File: config.mk
export PLATFORM = sky130hd
export DESIGN_NAME = wb_snoop_responder_flat
export DESIGN_NICKNAME = d
export VERILOG_FILES = /design/src/rtl/wb_snoop_responder_if.sv /design/src/rtl/wb_snoop_responder.sv /design/src/flat_wrapper.sv
export SDC_FILE = /design/constraint.sdc
export NUM_CORES = 1
export LEC_CHECK = 0
export BUFFER_PORTS_ARGS = -buffer_cell sky130_fd_sc_hd__buf_2
export CAP_MARGIN = 20
export CORE_MARGIN = 2
export CORE_UTILIZATION = 48
export DETAILED_ROUTE_END_ITERATION = 7
export GPL_ROUTABILITY_DRIVEN = 0
export PLACE_DENSITY = 0.87
export SYNTH_ARGS = -nofsm -noshare
export SYNTH_HDL_FRONTEND = slang
export SYNTH_SLANG_ARGS = --single-unit
File: constraint.sdc
create_clock -name wb_clk_i -period 2.7 [get_ports wb_clk_i]
set_clock_uncertainty 0.05 [all_clocks]
set_input_delay 0.405 -clock wb_clk_i [delete_from_list [all_inputs] [get_ports wb_clk_i]]
set_output_delay 0.405 -clock wb_clk_i [all_outputs]
set_load 0.005 [all_outputs]
File: src/rtl/wb_snoop_responder_if.sv
// Snoop lane between the snoop arbiter and one core's responder, plus the
// request/ack lookup port into that core's write-back data cache.
interface wb_snoop_responder_if #(
  parameter int aw = 32,
  parameter int dw = 32
);
  logic [aw-1:0] snoop_adr_i;
  logic [1:0]    snoop_type_i;
  logic          snoop_self_i;
  logic [1:0]    snoop_response_o;
  logic [dw-1:0] snooped_dat_o;
  logic          cache_req_o;
  logic          cache_inv_o;
  logic [aw-1:0] cache_adr_o;
  logic          cache_ack_i;
  logic          cache_hit_i;
  logic          cache_dirty_i;
  logic [dw-1:0] cache_dat_i;

  // Responder side.
  modport slave (
    input  snoop_adr_i, snoop_type_i, snoop_self_i,
    input  cache_ack_i, cache_hit_i, cache_dirty_i, cache_dat_i,
    output snoop_response_o, snooped_dat_o,
    output cache_req_o, cache_inv_o, cache_adr_o
  );

  // Arbiter / cache side.
  modport master (
    output snoop_adr_i, snoop_type_i, snoop_self_i,
    output cache_ack_i, cache_hit_i, cache_dirty_i, cache_dat_i,
    input  snoop_response_o, snooped_dat_o,
    input  cache_req_o, cache_inv_o, cache_adr_o
  );
endinterface

File: src/rtl/wb_snoop_responder.sv
// Per-core snoop responder: turns a snoop READ/WRITE into a cache lookup or
// invalidate, then returns the poll response (and dirty data on a READ hit)
// until the arbiter drops the snoop type back to IDLE.
module wb_snoop_responder #(
  parameter int aw      = 32,
  parameter int dw      = 32,
  parameter int TIMEOUT = 16
) (
  input logic           wb_clk_i,
  input logic           wb_rst_i,
  wb_snoop_responder_if.slave bus
);

  localparam int            CW       = $clog2(TIMEOUT + 1);
  localparam logic [CW-1:0] CNT_LAST = CW'(TIMEOUT - 1);

  localparam logic [1:0] TYPE_IDLE  = 2'b00;
  localparam logic [1:0] TYPE_READ  = 2'b01;
  localparam logic [1:0] TYPE_WRITE = 2'b10;

  localparam logic [1:0] RESP_UNDEF = 2'b10;
  localparam logic [1:0] RESP_POS   = 2'b11;
  localparam logic [1:0] RESP_NEG   = 2'b00;

  typedef enum logic [3:0] {
    S_IDLE   = 4'b0001,
    S_LOOKUP = 4'b0010,
    S_INVAL  = 4'b0100,
    S_HOLD   = 4'b1000
  } state_e;

  state_e        state_q, state_d;
  logic [1:0]    resp_q, resp_d;
  logic [dw-1:0] dat_q, dat_d;
  logic          req_q, req_d;
  logic          inv_q, inv_d;
  logic [aw-1:0] adr_q, adr_d;
  logic [CW-1:0] cnt_q, cnt_d;
  logic          abort_q, abort_d;

  logic busy;
  logic is_rw;
  logic abort_now;
  logic timed_out;
  logic done;

  // Handshake status shared by the next-state and output logic.
  always_comb begin
    busy      = (state_q == S_LOOKUP) || (state_q == S_INVAL);
    is_rw     = (bus.snoop_type_i == TYPE_READ) || (bus.snoop_type_i == TYPE_WRITE);
    // An abort seen on any busy cycle, including the completing one, discards the result.
    abort_now = abort_q || (bus.snoop_type_i == TYPE_IDLE);
    // Ack on the last allowed cycle wins over the timeout.
    timed_out = !bus.cache_ack_i && (cnt_q == CNT_LAST);
    done      = busy && (bus.cache_ack_i || timed_out);
  end

  // State and output registers.
  // NOTE: sequential state uses non-blocking assignments so every register
  // samples pre-edge values regardless of statement order.
  always_ff @(posedge wb_clk_i or posedge wb_rst_i) begin
    if (wb_rst_i) begin
      state_q <= S_IDLE;
      resp_q  <= RESP_UNDEF;
      dat_q   <= '0;
      req_q   <= 1'b0;
      inv_q   <= 1'b0;
      adr_q   <= '0;
      cnt_q   <= '0;
      abort_q <= 1'b0;
    end else begin
      state_q <= state_d;
      resp_q  <= resp_d;
      dat_q   <= dat_d;
      req_q   <= req_d;
      inv_q   <= inv_d;
      adr_q   <= adr_d;
      cnt_q   <= cnt_d;
      abort_q <= abort_d;
    end
  end

  // Next-state logic.
  // NOTE: every combinational output gets a default first so no path can
  // leave it unassigned and infer a latch.
  always_comb begin
    state_d = state_q;
    unique case (state_q)
      S_IDLE: begin
        if (is_rw) begin
          if (bus.snoop_self_i)                     state_d = S_HOLD;
          else if (bus.snoop_type_i == TYPE_READ)   state_d = S_LOOKUP;
          else                                      state_d = S_INVAL;
        end
      end
      S_LOOKUP, S_INVAL: begin
        if (done) state_d = abort_now ? S_IDLE : S_HOLD;
      end
      S_HOLD: begin
        if (bus.snoop_type_i == TYPE_IDLE) state_d = S_IDLE;
      end
      default: state_d = S_IDLE;
    endcase
  end

  // Output / datapath next values.
  always_comb begin
    resp_d  = resp_q;
    dat_d   = dat_q;
    req_d   = req_q;
    inv_d   = inv_q;
    adr_d   = adr_q;
    cnt_d   = cnt_q;
    abort_d = abort_q;
    unique case (state_q)
      S_IDLE: begin
        resp_d  = RESP_UNDEF;
        dat_d   = '0;
        cnt_d   = '0;
        abort_d = 1'b0;
        if (is_rw) begin
          if (bus.snoop_self_i) begin
            resp_d = RESP_NEG;
          end else begin
            req_d = 1'b1;
            inv_d = (bus.snoop_type_i == TYPE_WRITE);
            adr_d = bus.snoop_adr_i;
          end
        end
      end
      S_LOOKUP, S_INVAL: begin
        if (done) begin
          req_d   = 1'b0;
          cnt_d   = '0;
          abort_d = 1'b0;
          if (abort_now) begin
            resp_d = RESP_UNDEF;
            dat_d  = '0;
          end else if (!bus.cache_ack_i) begin
            resp_d = RESP_NEG;
          end else if (state_q == S_LOOKUP) begin
            // Only a dirty line needs supplying; a clean hit is served by memory.
            if (bus.cache_hit_i && bus.cache_dirty_i) begin
              resp_d = RESP_POS;
              dat_d  = bus.cache_dat_i;
            end else begin
              resp_d = RESP_NEG;
            end
          end else begin
            resp_d = bus.cache_hit_i ? RESP_POS : RESP_NEG;
          end
        end else begin
          cnt_d   = cnt_q + CW'(1);
          abort_d = abort_now;
        end
      end
      S_HOLD: begin
        if (bus.snoop_type_i == TYPE_IDLE) begin
          resp_d = RESP_UNDEF;
          dat_d  = '0;
        end
      end
      default: begin
        resp_d  = RESP_UNDEF;
        dat_d   = '0;
        req_d   = 1'b0;
        cnt_d   = '0;
        abort_d = 1'b0;
      end
    endcase
  end

  assign bus.snoop_response_o = resp_q;
  assign bus.snooped_dat_o    = dat_q;
  assign bus.cache_req_o      = req_q;
  assign bus.cache_inv_o      = inv_q;
  assign bus.cache_adr_o      = adr_q;

endmodule

File: src/flat_wrapper.sv
// flat-port wrapper written by rule: the top's interface ports become plain ports
module wb_snoop_responder_flat 
#(
  parameter int aw      = 32,
  parameter int dw      = 32,
  parameter int TIMEOUT = 16
)
  (wb_clk_i, wb_rst_i, bus_snoop_adr_i, bus_snoop_type_i, bus_snoop_self_i, bus_cache_ack_i, bus_cache_hit_i, bus_cache_dirty_i, bus_cache_dat_i, bus_snoop_response_o, bus_snooped_dat_o, bus_cache_req_o, bus_cache_inv_o, bus_cache_adr_o);
  wb_snoop_responder_if #(.aw(aw), .dw(dw)) bus_i ();
  input logic wb_clk_i;
  input logic wb_rst_i;
  input wire logic [$bits(bus_i.snoop_adr_i)-1:0] bus_snoop_adr_i;
  input wire logic [$bits(bus_i.snoop_type_i)-1:0] bus_snoop_type_i;
  input wire logic [$bits(bus_i.snoop_self_i)-1:0] bus_snoop_self_i;
  input wire logic [$bits(bus_i.cache_ack_i)-1:0] bus_cache_ack_i;
  input wire logic [$bits(bus_i.cache_hit_i)-1:0] bus_cache_hit_i;
  input wire logic [$bits(bus_i.cache_dirty_i)-1:0] bus_cache_dirty_i;
  input wire logic [$bits(bus_i.cache_dat_i)-1:0] bus_cache_dat_i;
  output wire logic [$bits(bus_i.snoop_response_o)-1:0] bus_snoop_response_o;
  output wire logic [$bits(bus_i.snooped_dat_o)-1:0] bus_snooped_dat_o;
  output wire logic [$bits(bus_i.cache_req_o)-1:0] bus_cache_req_o;
  output wire logic [$bits(bus_i.cache_inv_o)-1:0] bus_cache_inv_o;
  output wire logic [$bits(bus_i.cache_adr_o)-1:0] bus_cache_adr_o;
  assign bus_i.snoop_adr_i = bus_snoop_adr_i;
  assign bus_i.snoop_type_i = bus_snoop_type_i;
  assign bus_i.snoop_self_i = bus_snoop_self_i;
  assign bus_i.cache_ack_i = bus_cache_ack_i;
  assign bus_i.cache_hit_i = bus_cache_hit_i;
  assign bus_i.cache_dirty_i = bus_cache_dirty_i;
  assign bus_i.cache_dat_i = bus_cache_dat_i;
  assign bus_snoop_response_o = bus_i.snoop_response_o;
  assign bus_snooped_dat_o = bus_i.snooped_dat_o;
  assign bus_cache_req_o = bus_i.cache_req_o;
  assign bus_cache_inv_o = bus_i.cache_inv_o;
  assign bus_cache_adr_o = bus_i.cache_adr_o;
  wb_snoop_responder #(.aw(aw), .dw(dw), .TIMEOUT(TIMEOUT)) u_core (.wb_clk_i(wb_clk_i), .wb_rst_i(wb_rst_i), .bus(bus_i));
endmodule
Word level (Yosys, flattened, before mapping). Index checks and enable logic that the tools add are counted.

Bits in registers: 78. Input port bits: 72. Output and inout port bits: 68.

$add $sub $neg: 1. Equal/unequal tests: 14. Muxes and demuxes: 32. Bitwise gates (word level): 2. Reductions and logical operators: 15.

Operators with widths (count): 2-to-1 mux 32 bit (6); case mux 32 bit (2 select lines) (1); 2-to-1 mux 4 bit (5); 2-to-1 mux 2 bit (9); case mux 4 bit (3 select lines) (1); case mux 5 bit (2 select lines) (1); inequality test 2 x 1 -> 1 bit, second input constant (3); inequality test 3 x 1 -> 1 bit, second input constant (2); case mux 2 bit (3 select lines) (1); AND reduction 3 bit (2); adder 5 x 1 -> 5 bit, second input constant (1); equality test 5 x 4 -> 1 bit, second input constant (1); 2-to-1 mux 5 bit (1); AND reduction 5 bit (1); equality test 4 x 1 -> 1 bit, second input constant (1); equality test 4 x 2 -> 1 bit, second input constant (1); equality test 4 x 3 -> 1 bit, second input constant (1); equality test 4 bit, second input constant (1); logical OR 1 bit (4); 2-to-1 mux 1 bit (4); AND reduction 4 bit (1); logical AND 1 bit (3); 2-to-1 mux 3 bit (1); inequality test 3 x 2 -> 1 bit, second input constant (1); 10 further kinds (11).

Longest topological paths before layout. Gate-level depths: netlist of the first run.

Depth after elaboration: 7. Depth in mapped cells: 9. Depth with buffers taken out: 7.

Worst setup path after synthesis of the first run. Ideal clock, no wire load.

Path kind: register -> register. Start point: register u_core.cnt_q[0]. End point: register u_core.dat_q[0], in the netlist u_core.bus.snooped_dat_o[0]. Library setup time: 0.079 ns. Arrival time: 2.224 ns. Setup slack: 0.347 ns. Cell stages (with the launch flop): 10. Path buffers: 2. Period minus slack after synthesis: 2.353 ns. Path through: dfrtp_1 ha_1 and3_1 ha_1 or4_1 o22ai_2 a21o_1 buf_4 buf_6 mux2i_1.

Longest elaborated chain between the ends: 6.

RTL lines: start, declared (RTL line wb_snoop_responder.sv:38) `logic [CW-1:0] cnt_q, cnt_d;`; start signal, assigned (RTL line wb_snoop_responder.sv:78) `cnt_q <= cnt_d;`; equality test 5 x 4 -> 1 bit (RTL line wb_snoop_responder.sv:54) `timed_out = !bus.cache_ack_i && (cnt_q == CNT_LAST);`; logical AND 1 bit (RTL line wb_snoop_responder.sv:54); logical OR 1 bit (RTL line wb_snoop_responder.sv:55) `done = busy && (bus.cache_ack_i || timed_out);`; logical AND 1 bit (RTL line wb_snoop_responder.sv:55); inequality test 2 x 1 -> 1 bit (no line); AND reduction 5 bit (no line); end signal, assigned (RTL line wb_snoop_responder.sv:74) `dat_q <= dat_d;`; end, declared (RTL line wb_snoop_responder.sv:34) `logic [dw-1:0] dat_q, dat_d;`.

Every way passes these cells. A chain may end at the register's enable or synchronous reset.

Worst setup path after layout of the first run.
Start point: register u_core.cnt_q[0]. End point: register u_core.dat_q[18], in the netlist u_core.bus.snooped_dat_o[18].

Same word-level chain as after synthesis.

==> results of run 1 <==
[registers in the layout, indices dropped and copies added (netlist names)]
register and flops:
u_core.bus.cache_adr_o 32, u_core.bus.snooped_dat_o 32, u_core.cnt_q 5, u_core.state_q 4, u_core.bus.snoop_response_o 2, u_core.abort_q 1, u_core.bus.cache_inv_o 1, u_core.bus.cache_req_o 1
[worst min path at each step]
stage | start | to | slack (ns) | cells past startpoint
final | wb_rst_i | u_core.bus.cache_adr_o[21]$_DFFE_PP0P_ | 0.04 | 2
after global routing | wb_rst_i | u_core.bus.cache_adr_o[21]$_DFFE_PP0P_ | 0.06 | 2
after CTS | wb_rst_i | u_core.bus.cache_adr_o[21]$_DFFE_PP0P_ | 0.04 | 2
after detailed placement | wb_rst_i | u_core.bus.cache_adr_o[21]$_DFFE_PP0P_ | 0.41 | 2
after global placement | wb_rst_i | u_core.bus.cache_adr_o[21]$_DFFE_PP0P_ | 0.41 | 2
after floorplan | u_core.cnt_q[2]$_DFFE_PP0P_ | u_core.cnt_q[2]$_DFFE_PP0P_ | 0.41 | 1
[layer usage]
layer	vias up	global-route usage (%)	share of wire, %
met3	7	7.634	8.8
met1	1193	22.43	40
li1	1206	-	-
met2	102	32.92	50
met5	-	0	0
met4	0	6.993	1.3
[metrics by stage]
| step | setup slack [ns] | hold WS [ns] |
|---|---|---|
| after floorplan | 0.2533 | 0.4147 |
| after global placement | 0.3923 | 0.4106 |
| after detailed placement | 0.2646 | 0.4128 |
| after CTS | 0.2560 | 0.04248 |
| after global routing | 0.1476 | 0.06453 |
| final | 0.2632 | 0.04158 |
[cell type report]
| type | instances | area [µm²] | share of cell area [%] |
|---|---|---|---|
| repair buffers | 145 | 765.7 | 17.56 |
| well taps | 96 | 120.1 | 2.755 |
| inverters | 36 | 136.4 | 3.128 |
| clock inverters | 4 | 22.52 | 0.5165 |
| flip-flops and latches | 78 | 1954 | 44.82 |
| clock buffers | 11 | 151.4 | 3.472 |
| multi-input cells | 152 | 1210 | 27.75 |
[cell usage after synthesis]
library cell / instances / area [µm²]
a21o_1: 2 / 15.01
a21oi_1: 3 / 15.01
a22o_1: 2 / 17.52
a31oi_1: 1 / 6.260
a32o_1: 2 / 20.02
and3_1: 1 / 6.260
buf_2: 1 / 5.000
buf_4: 1 / 7.510
buf_6: 3 / 33.78
clkbuf_1: 6 / 22.52
dfrtp_1: 76 / 1902
dfstp_2: 2 / 52.55
ha_1: 5 / 62.56
inv_1: 36 / 135.1
mux2_2: 33 / 371.6
mux2i_1: 32 / 320.3
nand2_1: 40 / 150.1
nand2b_1: 1 / 6.260
nand3_1: 1 / 5.000
nand4_1: 1 / 6.260
nor2_1: 3 / 11.26
nor2b_1: 3 / 18.77
nor3_1: 2 / 10.01
nor4b_1: 1 / 8.760
nor4b_2: 1 / 15.01
nor4b_4: 1 / 23.77
o21ai_0: 8 / 40.04
o22ai_1: 1 / 6.260
o22ai_2: 1 / 12.51
o31ai_1: 1 / 7.510
o32a_1: 1 / 10.01
or2_2: 1 / 6.260
or4_1: 1 / 7.510
or4b_1: 1 / 10.01
or4b_2: 1 / 10.01
xnor2_1: 1 / 8.760
[power by group]
group	internal (µW)	switching (µW)	leakage, µW
clock network	374	392	0.0000910
registers	1490	173	0.00101
logic	620	480	0.00106
total	2480	1040	0.00216
[critical path: stages, from the launching register on]
cell	delay, ns
dfrtp_1	0.41
ha_1	0.23
and3_1	0.19
ha_1	0.17
or4_1	0.48
o22ai_2	0.19
a21o_2	0.14
buf_12	0.23
mux2i_1	0.25
[kinds of logic (layout without fill, tap and decap cells)]
| family | count (synthesis) | in the layout | synth area share [%] |
|---|---|---|---|
| buf+inv | 47 | 196 | 6.057 |
| flops | 78 | 78 | 58.05 |
| simple gates | 59 | 59 | 8.770 |
| mux | 65 | 65 | 20.55 |
| xor+xnor | 1 | 1 | 0.2602 |
| compound gates | 22 | 22 | 4.459 |
| fa+ha+maj | 5 | 5 | 1.858 |
==> impl_metrics.py, run 1 <==
metrics = {
    "synth": {
        "postSynthCellCount": 277,
        "syn_nets": 354,
        "synth_area_um2": 3367,
        "yosys_warnings": 0,
        "yosysSeqAreaShare_pct": 58.05,
        "ys_ff_latch": 78,
        "syn_area_per_cell_um2": 12.16,
        "synthDistinctLibCells": 36,
    },
    "pwr": {
        "leakagePower_uw": 0.002162,
        "power_uw": 3526,
        "max-vdd-ir-drop_mv": 0.5142,
        "power_density_nw_per_um2": 808.6,
    },
    "worst_hold_path": {
        "hold_path.class": "primary input to asynchronous set/reset pin",
    },
    "timing": {
        "finalCritPeriodShare_pct": 90.25,
        "worst_pin_slew_ns": 0.7940,
        "setup_viol": 0,
        "drv_slew": 0,
        "period_minus_slack_ns": 2.437,
        "slew_headroom_pct": 46.32,
        "final-hold-violation-count": 0,
        "setup-tns-final_ns": 0,
        "max_freq_mhz": 410.4,
        "rsz0062_at_grt": "false",
    },
    "detailed_routing": {
        "first_pass_iters": 4,
        "final_antenna_net_count": 0,
        "vias": 2508,
        "routed_wl_um": 7107,
        "drt_iter0_markers": 61,
        "drc": 0,
        "wl_per_cell_um": 13.61,
        "vias_per_cell": 4.805,
    },
    "cells_and_area": {
        "fillerInstances": 526,
        "post-route-util_pct": 64.18,
        "drive_above_1_share_pct": 47.42,
        "layout_commonest_cell": "buf_2",
        "fin_cells": 522,
        "syn2layout_area_growth_pct": 29.51,
        "antenna-diode-count": 0,
        "final_cell_mix": "buf_2, dfrtp_1, nand2_1",
        "nets": 499,
        "finalInstanceArea_um2": 4360,
    },
    "worst_setup_path": {
        "r2r-end": "u_core.bus.snooped_dat_o[18]$_DFFE_PP0P_",
        "cp-end-kind": "flip-flop",
        "critPathRequiredTime_ns": 2.90,
        "crit_path_start": "u_core.cnt_q[0]$_DFFE_PP0P_",
        "critical_path_class": "flip-flop to flip-flop",
        "cp_max_fo": 32,
        "r2r_start": "u_core.cnt_q[0]$_DFFE_PP0P_",
        "reg2reg_depth": 8,
        "startpoint_type": "flip-flop",
        "r2r_slack_ns": 0.26,
        "arrival_ns": 2.64,
        "cp-endpoint": "u_core.bus.snooped_dat_o[18]$_DFFE_PP0P_",
    },
    "floorplan": {
        "initial_core_util_pct": 49.56,
        "fp.dieH_um": 87.75,
        "coreArea_um2": 6794,
        "row_count": 30,
        "fp.dieW_um": 87.75,
        "pin_count": 140,
        "dieArea_um2": 7700,
    },
    "placed_design": {
        "dp_hpwl_um": 5369,
        "placed_cells": 507,
        "port_buffers": 139,
        "postPlaceCellArea_um2": 4187,
    },
    "grt": {
        "grt_usage_pct": 19.44,
        "grt_pass1_vias": 2622,
        "grt_pass1_wl_um": 11610,
        "antenna_found_initial": 0,
        "grt_overflow": 0,
        "grt_start_max_net_pins": 48,
    },
    "clock_network": {
        "clock_sinks": 78,
        "clk_pin_slew_ns": 0.08,
        "insertion_delay_ns": 0.33,
        "htree_levels": 3,
        "cts_resized": 0,
        "cts_buffers": 9,
        "ctsRootBufferMaster": "clkbuf_8",
        "clockBufferDepth": 2,
        "cts_setup_buffers": 0,
        "cts_tree": "built",
        "hold_buffers": 0,
    },
    "status": {
        "status": "finished clean",
    },
    "run": {
        "cap_violations": 0,
    },
}
No activity file was read; power rests on OpenSTA's default activity.
==> inputs of run 2 (changes only) <==
--- a/config.mk
+++ b/config.mk
@@ -6,12 +6,12 @@
 export NUM_CORES = 1
 export LEC_CHECK = 0
 export BUFFER_PORTS_ARGS = -buffer_cell sky130_fd_sc_hd__buf_2
-export CAP_MARGIN = 20
+export CAP_MARGIN = 5
 export CORE_MARGIN = 2
 export CORE_UTILIZATION = 48
 export DETAILED_ROUTE_END_ITERATION = 7
 export GPL_ROUTABILITY_DRIVEN = 0
-export PLACE_DENSITY = 0.87
+export PLACE_DENSITY = 0.77
 export SYNTH_ARGS = -nofsm -noshare
 export SYNTH_HDL_FRONTEND = slang
 export SYNTH_SLANG_ARGS = --single-unit
==> impl_metrics.py, run 2 (synthesis gave the netlist of run 1 again) <==
metrics = {
    "worst_setup_path": {
        "critical_path_class": "flip-flop to flip-flop",
        "critPathRequiredTime_ns": 2.90,
        "slowest_delay_ns": 0.48,
        "crit_path_top_delay_cell": "or4_1",
        "cp_num_buf_inv": 1,
        "arrival_ns": 2.59,
        "crit_path_cell_trace": "ha_1 -> and3_1 -> ha_1 -> or4_1 -> o22ai_2 -> a21o_2 -> buf_12 -> mux2i_1",
        "startpoint_type": "flip-flop",
        "crit_top_cell": "ha_1",
        "r2r-end": "u_core.bus.snooped_dat_o[6]$_DFFE_PP0P_",
        "crit_family": "simple AND/OR/NAND/NOR gates",
        "r2r_slack_ns": 0.31,
        "reg2reg_depth": 8,
        "cp_max_fo": 24,
        "cp-end-kind": "flip-flop",
        "r2r_start": "u_core.cnt_q[0]$_DFFE_PP0P_",
    },
    "clock_network": {
        "clk_pin_slew_ns": 0.08,
        "htree_levels": 3,
        "clock_sinks": 78,
        "cts_buffers": 9,
        "cts_tree": "built",
        "ctsRootBufferMaster": "clkbuf_8",
        "cts_setup_buffers": 0,
        "insertion_delay_ns": 0.34,
        "hold_buffers": 0,
        "clockBufferDepth": 2,
        "cts_resized": 0,
    },
    "timing": {
        "drv_slew": 0,
        "setup-tns-final_ns": 0,
        "rsz0062_at_grt": "false",
        "slew_headroom_pct": 37.46,
        "max_freq_mhz": 418.8,
        "period_minus_slack_ns": 2.388,
        "finalCritPeriodShare_pct": 88.43,
        "final-hold-violation-count": 0,
        "worst_pin_slew_ns": 0.9251,
        "setup_viol": 0,
    },
    "floorplan": {
        "coreArea_um2": 6794,
        "dieArea_um2": 7700,
        "fp.dieW_um": 87.75,
        "pin_count": 140,
        "initial_core_util_pct": 49.56,
        "fp.dieH_um": 87.75,
        "row_count": 30,
    },
    "cells_and_area": {
        "multi_input_area_um2": 1210,
        "fillerInstances": 551,
        "fin_cells": 525,
        "syn2layout_area_growth_pct": 31.18,
        "post-route-util_pct": 65.01,
        "seq_area_um2": 1954,
        "antenna-diode-count": 0,
        "nets": 501,
        "drive_above_1_share_pct": 47.32,
        "layout_commonest_cell": "buf_2",
        "final_cell_mix": "buf_2, dfrtp_1, nand2_1",
    },
    "placed_design": {
        "dp_hpwl_um": 5229,
        "placed_cells": 509,
        "port_buffers": 139,
    },
    "run": {
        "cap_violations": 0,
    },
    "detailed_routing": {
        "vias_per_cell": 4.802,
        "vias": 2521,
        "drc": 0,
        "drt_iter0_markers": 89,
        "routed_wl_um": 6921,
        "first_pass_iters": 4,
        "wl_per_cell_um": 13.18,
        "final_antenna_net_count": 0,
    },
    "pwr": {
        "power_density_nw_per_um2": 837.7,
        "leakagePower_uw": 0.002181,
        "max-vdd-ir-drop_mv": 0.4794,
    },
    "grt": {
        "grt_pass1_vias": 2595,
        "antenna_found_initial": 0,
        "grt_start_max_net_pins": 43,
        "grt_usage_pct": 18.96,
        "grt_pass1_wl_um": 11330,
        "grt_overflow": 0,
    },
    "worst_hold_path": {
        "hold_path.class": "primary input to asynchronous set/reset pin",
    },
    "status": {
        "status": "finished clean",
    },
}
==> run 2: stage by stage <==
step	instance area (µm²)	hold WS, ns	total power, µW	setup WS [ns]
CTS	4417	0.08524	3752	0.2904
detailed placement	4202	0.4235	2810	0.3218
global placement	4202	0.4229	2762	0.4051
global route	4417	0.1062	3944	0.1929
floorplan	3367	0.4147	2319	0.2533
finish	4417	0.07416	3700	0.3123
==> run 2: area by class of cell <==
| class | instances | share of cell area, % |
|---|---|---|
| sequential | 78 | 44.25 |
| multi-input combinational | 152 | 27.39 |
| timing repair buffer | 147 | 17.68 |
| inverter | 36 | 3.088 |
| clock buffer | 11 | 2.975 |
| tap | 96 | 2.720 |
| clock inverter | 5 | 1.898 |
==> run 2: report_power, final <==
group / total (µW) / leakage [µW] / internal [µW] / switching [µW]
registers: 1660 / 0.00101 / 1490 / 172
clock network: 925 / 0.0000998 / 523 / 402
logic: 1120 / 0.00107 / 637 / 479
==> run 2: routing by layer <==
layer  global-route usage, %  wire (µm)
met1                   23.18       3049
met2                   31.40       3161
met3                   6.221        622
met4                   7.133         88
met5                       0          0
==> run 2: worst reg2reg max path: stages (launching register included) <==
cell	delay, ns
dfrtp_1	0.41
ha_1	0.24
and3_1	0.19
ha_1	0.17
or4_1	0.48
o22ai_2	0.19
a21o_2	0.15
buf_12	0.20
mux2i_1	0.23
==> run 2: how the worst max path moves through the flow <==
| stage | start | to | slack [ns] | cells past startpoint |
|---|---|---|---|---|
| 2_1_floorplan | wb_rst_i | u_core.abort_q$_DFFE_PP0P_ | 0.25 | 1 |
| 3_3_place_gp | u_core.cnt_q[0]$_DFFE_PP0P_ | u_core.bus.snooped_dat_o[31]$_DFFE_PP0P_ | 0.41 | 8 |
| 3_5_place_dp | u_core.cnt_q[0]$_DFFE_PP0P_ | u_core.bus.snooped_dat_o[6]$_DFFE_PP0P_ | 0.32 | 8 |
| 4_1_cts | u_core.cnt_q[0]$_DFFE_PP0P_ | u_core.bus.snooped_dat_o[6]$_DFFE_PP0P_ | 0.29 | 8 |
| 5_1_grt | u_core.cnt_q[0]$_DFFE_PP0P_ | u_core.bus.snooped_dat_o[6]$_DFFE_PP0P_ | 0.19 | 8 |
| 6_report | u_core.cnt_q[0]$_DFFE_PP0P_ | u_core.bus.snooped_dat_o[6]$_DFFE_PP0P_ | 0.31 | 8 |
